File: src/rtl/alu_input_fsm_if.sv
// alu_input_fsm_if
//   Groups the raw button inputs and the strobe/indicator outputs of the
//   ALU input sequencer into one bundle.
//
//   enter      raw enter push-button (asynchronous, bouncing)
//   undo       raw undo push-button (only consumed when ALU_UNDO_EN is set)
//   load_A     one-cycle strobe: datapath captures operand A
//   load_B     one-cycle strobe: datapath captures operand B
//   load_Op    one-cycle strobe: datapath captures the opcode
//   updateRes  one-cycle strobe: datapath captures result and flags
//   state_leds one-hot state indicator {SHOW/UPDATE, WAIT_OP, WAIT_B, WAIT_A}
//
//   master: the sequencer side; slave: buttons + downstream datapath side.
interface alu_input_fsm_if;
    logic       enter;
    logic       undo;
    logic       load_A;
    logic       load_B;
    logic       load_Op;
    logic       updateRes;
    logic [3:0] state_leds;

    modport master (
        input  enter,
        input  undo,
        output load_A,
        output load_B,
        output load_Op,
        output updateRes,
        output state_leds
    );

    modport slave (
        output enter,
        output undo,
        input  load_A,
        input  load_B,
        input  load_Op,
        input  updateRes,
        input  state_leds
    );
endinterface

File: src/rtl/alu_input_fsm.sv
// alu_input_fsm
//   Control stage in front of the registered ALU datapath. Conditions the raw
//   enter button (synchronize, debounce, rising-edge detect) and steps a Moore
//   FSM through operand A, operand B and opcode entry, emitting one registered
//   one-cycle strobe per step plus the result-update strobe.
//
//   Parameters:
//     DEB_CYCLES  stable cycles required before a button level is accepted (>= 1)
//
//   Ports:
//     clk    system clock, rising edge
//     reset  asynchronous, active-high; forces WAIT_A and clears all state
//     bus    alu_input_fsm_if.master (enter/undo in, strobes and state_leds out)
//
//   Optional feature macro: ALU_UNDO_EN
//     When defined, the undo button gets its own conditioning chain and each
//     undo press steps the FSM back one entry state without a strobe.

// Single-button conditioning chain: two-flop synchronizer, counting debouncer
// and rising-edge pulse generator.
module alu_input_fsm_btn #(
    parameter int unsigned DEB_CYCLES = 100000
) (
    input  logic clk,
    input  logic reset,
    input  logic raw,
    output logic pulse
);
    localparam int unsigned CW = $clog2(DEB_CYCLES + 1);
    localparam logic [CW-1:0] CNT_MAX = CW'(DEB_CYCLES);

    logic          sync1;
    logic          sync2;
    logic          deb;
    logic          deb_q;
    logic [CW-1:0] cnt;

    always_ff @(posedge clk or posedge reset) begin
        if (reset) begin
            sync1 <= 1'b0;
            sync2 <= 1'b0;
            deb   <= 1'b0;
            deb_q <= 1'b0;
            cnt   <= '0;
        end else begin
            sync1 <= raw;
            sync2 <= sync1;
            deb_q <= deb;
            // The counter only advances while the synchronized level disagrees
            // with the accepted one; one agreeing cycle restarts the qualification.
            if (sync2 == deb) begin
                cnt <= '0;
            end else if (cnt == CNT_MAX) begin
                deb <= sync2;
                cnt <= '0;
            end else begin
                cnt <= cnt + CW'(1);
            end
        end
    end

    // Press only: a falling debounced level never produces a pulse.
    assign pulse = deb & ~deb_q;
endmodule

module alu_input_fsm #(
    parameter int unsigned DEB_CYCLES = 100000
) (
    input  logic                  clk,
    input  logic                  reset,
    alu_input_fsm_if.master       bus
);
    typedef enum logic [2:0] {
        WAIT_A,
        WAIT_B,
        WAIT_OP,
        UPDATE,
        SHOW
    } state_t;

    localparam logic [3:0] LED_WAIT_A  = 4'b0001;
    localparam logic [3:0] LED_WAIT_B  = 4'b0010;
    localparam logic [3:0] LED_WAIT_OP = 4'b0100;
    localparam logic [3:0] LED_SHOW    = 4'b1000;

    state_t     state;
    logic       enter_p;
    logic       undo_p;
    logic       load_a_q;
    logic       load_b_q;
    logic       load_op_q;
    logic       update_res_q;
    logic [3:0] leds_q;

    alu_input_fsm_btn #(
        .DEB_CYCLES (DEB_CYCLES)
    ) u_enter_btn (
        .clk   (clk),
        .reset (reset),
        .raw   (bus.enter),
        .pulse (enter_p)
    );

`ifdef ALU_UNDO_EN
    alu_input_fsm_btn #(
        .DEB_CYCLES (DEB_CYCLES)
    ) u_undo_btn (
        .clk   (clk),
        .reset (reset),
        .raw   (bus.undo),
        .pulse (undo_p)
    );
`else
    logic unused_undo;
    assign unused_undo = bus.undo;
    assign undo_p      = 1'b0;
`endif

    // Strobes default low every cycle and are set only on the transition
    // edge, so each is exactly one cycle wide and never two at once.
    // Enter is tested before undo in every state: coincident pulses favour enter.
    always_ff @(posedge clk or posedge reset) begin
        if (reset) begin
            state        <= WAIT_A;
            load_a_q     <= 1'b0;
            load_b_q     <= 1'b0;
            load_op_q    <= 1'b0;
            update_res_q <= 1'b0;
            leds_q       <= LED_WAIT_A;
        end else begin
            load_a_q     <= 1'b0;
            load_b_q     <= 1'b0;
            load_op_q    <= 1'b0;
            update_res_q <= 1'b0;
            case (state)
                WAIT_A: begin
                    if (enter_p) begin
                        state    <= WAIT_B;
                        load_a_q <= 1'b1;
                        leds_q   <= LED_WAIT_B;
                    end
                end
                WAIT_B: begin
                    if (enter_p) begin
                        state    <= WAIT_OP;
                        load_b_q <= 1'b1;
                        leds_q   <= LED_WAIT_OP;
                    end else if (undo_p) begin
                        state  <= WAIT_A;
                        leds_q <= LED_WAIT_A;
                    end
                end
                WAIT_OP: begin
                    if (enter_p) begin
                        state     <= UPDATE;
                        load_op_q <= 1'b1;
                        leds_q    <= LED_SHOW;
                    end else if (undo_p) begin
                        state  <= WAIT_B;
                        leds_q <= LED_WAIT_B;
                    end
                end
                UPDATE: begin
                    // Any button pulse seen here is intentionally dropped.
                    state        <= SHOW;
                    update_res_q <= 1'b1;
                    leds_q       <= LED_SHOW;
                end
                SHOW: begin
                    if (enter_p) begin
                        state  <= WAIT_A;
                        leds_q <= LED_WAIT_A;
                    end else if (undo_p) begin
                        state  <= WAIT_OP;
                        leds_q <= LED_WAIT_OP;
                    end
                end
                default: begin
                    state  <= WAIT_A;
                    leds_q <= LED_WAIT_A;
                end
            endcase
        end
    end

    assign bus.load_A     = load_a_q;
    assign bus.load_B     = load_b_q;
    assign bus.load_Op    = load_op_q;
    assign bus.updateRes  = update_res_q;
    assign bus.state_leds = leds_q;

    a_leds_onehot: assert property (@(posedge clk) disable iff (reset)
        $onehot(leds_q));
    a_strobes_exclusive: assert property (@(posedge clk) disable iff (reset)
        $onehot0({load_a_q, load_b_q, load_op_q, update_res_q}));
endmodule

File: src/flat_wrapper.sv
// flat-port wrapper written by rule: the top's interface ports become plain ports
module alu_input_fsm_flat 
#(
    parameter int unsigned DEB_CYCLES = 100000
)
  (clk, reset, bus_enter, bus_undo, bus_load_A, bus_load_B, bus_load_Op, bus_updateRes, bus_state_leds);
  alu_input_fsm_if bus_i ();
  input  logic clk;
  input  logic reset;
  input wire logic [$bits(bus_i.enter)-1:0] bus_enter;
  input wire logic [$bits(bus_i.undo)-1:0] bus_undo;
  output wire logic [$bits(bus_i.load_A)-1:0] bus_load_A;
  output wire logic [$bits(bus_i.load_B)-1:0] bus_load_B;
  output wire logic [$bits(bus_i.load_Op)-1:0] bus_load_Op;
  output wire logic [$bits(bus_i.updateRes)-1:0] bus_updateRes;
  output wire logic [$bits(bus_i.state_leds)-1:0] bus_state_leds;
  assign bus_i.enter = bus_enter;
  assign bus_i.undo = bus_undo;
  assign bus_load_A = bus_i.load_A;
  assign bus_load_B = bus_i.load_B;
  assign bus_load_Op = bus_i.load_Op;
  assign bus_updateRes = bus_i.updateRes;
  assign bus_state_leds = bus_i.state_leds;
  alu_input_fsm #(.DEB_CYCLES(DEB_CYCLES)) u_core (.clk(clk), .reset(reset), .bus(bus_i));
endmodule
File: config.mk
export PLATFORM = sky130hd
export DESIGN_NAME = alu_input_fsm_flat
export DESIGN_NICKNAME = d
export VERILOG_FILES = /design/src/rtl/alu_input_fsm_if.sv /design/src/rtl/alu_input_fsm.sv /design/src/flat_wrapper.sv
export SDC_FILE = /design/constraint.sdc
export NUM_CORES = 1
export LEC_CHECK = 0
export CORE_ASPECT_RATIO = 1.2
export CORE_MARGIN = 4
export CORE_UTILIZATION = 51
export CTS_BUF_LIST = sky130_fd_sc_hd__clkbuf_16
export DETAILED_ROUTE_END_ITERATION = 7
export PLACE_DENSITY = 0.73
export SYNTH_ARGS = -nofsm -noshare
export SYNTH_HDL_FRONTEND = slang
export SYNTH_HIERARCHICAL = 1
export SYNTH_SLANG_ARGS = --single-unit
File: constraint.sdc
create_clock -name clk -period 1.5 [get_ports clk]
set_input_delay 0.375 -clock clk [delete_from_list [all_inputs] [get_ports clk]]
set_output_delay 0.375 -clock clk [all_outputs]
set_load 0.05 [all_outputs]
==> run_results.csv, run 1 <==
group,metric,value,unit
drt,via_per_inst,5.53,
global_routing,grt_pass1_vias,1214,
finish,area_delta_synth_final,35.8,%
cts,hold_buffers,0,
floorplanning,dieArea,3840,um2
placed_design,hpwl,2050,um
finish,final_common_cell,"dfrtp_1",
finish,fin_util,72.3,%
global_routing,met1_usage,20.7,%
placed_design,place_congestion,0.838,
finish,nets,180,
global_routing,grt_max_degree,22,
cts,cts_max_level,2,
timing,fmax,625,MHz
outcome,failed_checks,"negative setup slack",
synthesis,ys_ff_latch,32,
timing,slew_violations,0,
synthesis,synth_area_leaders,"dfrtp_1, xnor2_1, nor2_1",
worst_setup_path,start_kind,"flop",
worst_setup_path,critical_path_required,1.70,ns
drt,final_antenna_net_count,0,
power_and_ir_drop,cellPowerDensity,936,nW/um2
floorplanning,io-pin-count,12,
drt,vias,1150,
timing,rsz0062_at_grt,"true",
worst_hold_path,whs_path_depth,0,
worst_setup_path,reg2reg_from,"u_core/u_enter_btn/cnt[0]",
cts,clk_pin_slew,0.05,ns
synthesis,yosysTopAreaCellShare,52.3,%
synthesis,syn_area,1480,um2
global_routing,antenna_found_initial,0,
placed_design,dpl.cell_count,198,
worst_hold_path,hp-class,"flop to flop",
synthesis,synthCells,141,
timing,period_needed,1.60,ns
synthesis,synth_fa_ha_area_share,1.69,%
global_routing,grt_usage,18.8,%
global_routing,grt_use_met2,33.3,%
timing,relSlewSlack,72.8,%
worst_setup_path,reg2reg_slack,-0.10,ns
worst_setup_path,end_kind,"flop",
drt,drc,0,
outcome,status,"finished, violations left",
finish,final_cell_mix,"dfrtp_1, nor2_1, buf_4",
drt,drt_pass1_iterations,4,
timing,min_period_over_period,107,%
finish,fin_cells,208,
synthesis,synth-edff-count,0,
global_routing,grt_pass1_wl,5390,um
timing,tns,-0.823,ns
worst_setup_path,critPathKind,"flop to flop",
cts,tritoncts,"yes",
floorplanning,die_h,67.1,um
synthesis,synth.avg_cell_area,10.5,um2
finish,drive_gt1_share,29.3,%
synthesis,synth_top_family_by_area,"simple AND/OR/NAND/NOR gates",
synthesis,synth_fp_nets,147,
worst_setup_path,worstPathArrival,1.80,ns
worst_setup_path,r2r_cells,5,
synthesis,yosys.area_share.simple,24.4,%
synthesis,synthFlopType,"dfrtp_1",
global_routing,grt.overflow.total,0,
cts,worstSkewPairLatency,0.27,ns
timing,finalClockSkew,0.00364,ns
floorplanning,initial_utilization,53.2,%
timing,setup_viol,17,
drt,avgRoutedWirePerCell,15.0,um
global_routing,grt-busiest-layer,"met2",
worst_hold_path,min_from,"u_core/u_enter_btn/sync1",
floorplanning,row_count,21,
job,max_cap_viol_count,0,
cts,clockBufferDepth,2,
synthesis,yosys_warnings,6,
synthesis,yosysTopAreaCell,"dfrtp_1",
timing,fin_ws,-0.100,ns
synthesis,synth_xor_xnor_area_share,8.86,%
floorplanning,coreArea,2790,um2
drt,drt_iter0_drc,26,
global_routing,grt_use_met3,5.04,%
worst_setup_path,r2r_end,"u_core/u_enter_btn/cnt[16]",
placed_design,port_buffers,10,
timing,hold_viol,0,
synthesis,synth_cell_types,39,
cts,clock_sinks,32,
worst_hold_path,min_to,"u_core/u_enter_btn/sync2",
cts,clockRootBuffer,"clkbuf_16",
finish,fillerInstances,204,
drt,routed_wl,3120,um
synthesis,synth_compound_gate_area_share,5.82,%
synthesis,async_reset_ff_share,100,%
finish,insertedDiodeCount,0,
worst_setup_path,path_max_fanout,3,
power_and_ir_drop,peakVddDrop,0.000969,V
floorplanning,die_x,57.2,um
cts,cts_buffers,5,
synthesis,yosysSeqAreaShare,54.1,%
power_and_ir_drop,leakage,0.889,nW
synthesis,synth_mux_area_share,1.43,%
timing,worstMarginPinSlew,0.407,ns
worst max-delay path, stage by stage, from the launching register on:
cell and delay (ns):
dfrtp_1 0.38, ha_2 0.21, nand2_2 0.06, or3_4 0.34, or4_4 0.42, a21oi_2 0.13
layer usage:
| layer | vias up | wire length, um |
|---|---|---|
| li1 | 546 | - |
| met1 | 580 | 1280 |
| met2 | 18 | 1670 |
| met3 | 6 | 103 |
| met4 | 0 | 59 |
| met5 | - | 0 |
cells in the mapped netlist (2+ instances only):
cell / count
nor3_1: 6
nand4_1: 2
nand2b_1: 2
nor4bb_1: 2
ha_1: 2
o21ai_1: 2
xor2_1: 3
nand3_1: 5
nand2_1: 10
nor2_1: 23
dfrtp_1: 31
a21oi_1: 3
xnor2_1: 12
nor4_1: 6
buf_2: 2
inv_1: 7
layout make-up:
class	instances	area [um2]	area share, %
clock buffer	5	125	6.22
clock inverter	2	8.76	0.435
sequential	32	802	39.8
tap	34	42.5	2.11
inverter	8	30.0	1.49
timing repair buffer	30	338	16.8
multi-input combinational	97	667	33.1
timing repair:
item,CTS,global route
pin swaps,2,4
setup buffers,2,1
setup endpoints to repair,17,18
gates cloned,0,0
resized for setup,1,8
flip-flops by register name, summed over array words and instances, names as in the netlist:
register and cells:
u_core/bus.updateRes 1, u_core/u_enter_btn/deb 1, u_core/bus.state_leds 4, u_core/u_enter_btn/deb_q 1
u_core/bus.load_A 1, u_core/bus.load_B 1, u_core/u_enter_btn/cnt 17, u_core/u_enter_btn/sync2 1
u_core/state 3, u_core/u_enter_btn/sync1 1, u_core/bus.load_Op 1
stage by stage:
stage / setup slack, ns / area (um2) / hold slack, ns / power, mW
finish: -0.100 / 2010 / 0.345 / 1.88
global route: -0.153 / 2010 / 0.353 / 1.95
CTS: -0.0981 / 1970 / 0.346 / 1.89
detailed placement: -0.0843 / 1810 / 0.335 / 0.964
global placement: -0.0385 / 1810 / 0.333 / 0.961
floorplan: -0.0659 / 1490 / 0.227 / 0.929
logic make-up (layout without fill, tap and decap cells):
kind of cell    after synthesis  in the layout
xor+xnor                     15             15
simple gates                 66             66
buf+inv                      12             45
mux                           2              2
compound gates               12             12
flops                        32             32
fa+ha+maj                     2              2
how the worst max path moves through the flow:
stage | from | endpoint | slack [ns] | cells past startpoint
floorplan | u_core/u_enter_btn/cnt[0] | u_core/u_enter_btn/cnt[16] | -0.07 | 5
global placement | u_core/u_enter_btn/cnt[0] | u_core/u_enter_btn/cnt[16] | -0.04 | 5
detailed placement | u_core/u_enter_btn/cnt[0] | u_core/u_enter_btn/cnt[16] | -0.08 | 5
CTS | u_core/u_enter_btn/cnt[1] | u_core/u_enter_btn/cnt[16] | -0.1 | 5
global route | u_core/u_enter_btn/cnt[0] | u_core/u_enter_btn/cnt[16] | -0.15 | 5
finish | u_core/u_enter_btn/cnt[0] | u_core/u_enter_btn/cnt[16] | -0.10 | 5
where the power goes:
| part | leakage (nW) | switching (mW) | total [mW] | internal [mW] |
|---|---|---|---|---|
| Combinational | 0.382 | 0.0415 | 0.0776 | 0.0361 |
| Sequential | 0.436 | 0.00928 | 0.884 | 0.874 |
| Clock | 0.0709 | 0.330 | 0.924 | 0.594 |
No activity file was read; power rests on OpenSTA's default activity.
==> inputs of run 2 (changes only) <==
--- a/config.mk
+++ b/config.mk
@@ -5,6 +5,7 @@
 export SDC_FILE = /design/constraint.sdc
 export NUM_CORES = 1
 export LEC_CHECK = 0
+export CAP_MARGIN = 20
 export CORE_ASPECT_RATIO = 1.2
 export CORE_MARGIN = 4
 export CORE_UTILIZATION = 51
==> results of run 2 <==
Same layout as run 1: the final DEF is identical, and so are final timing and power.
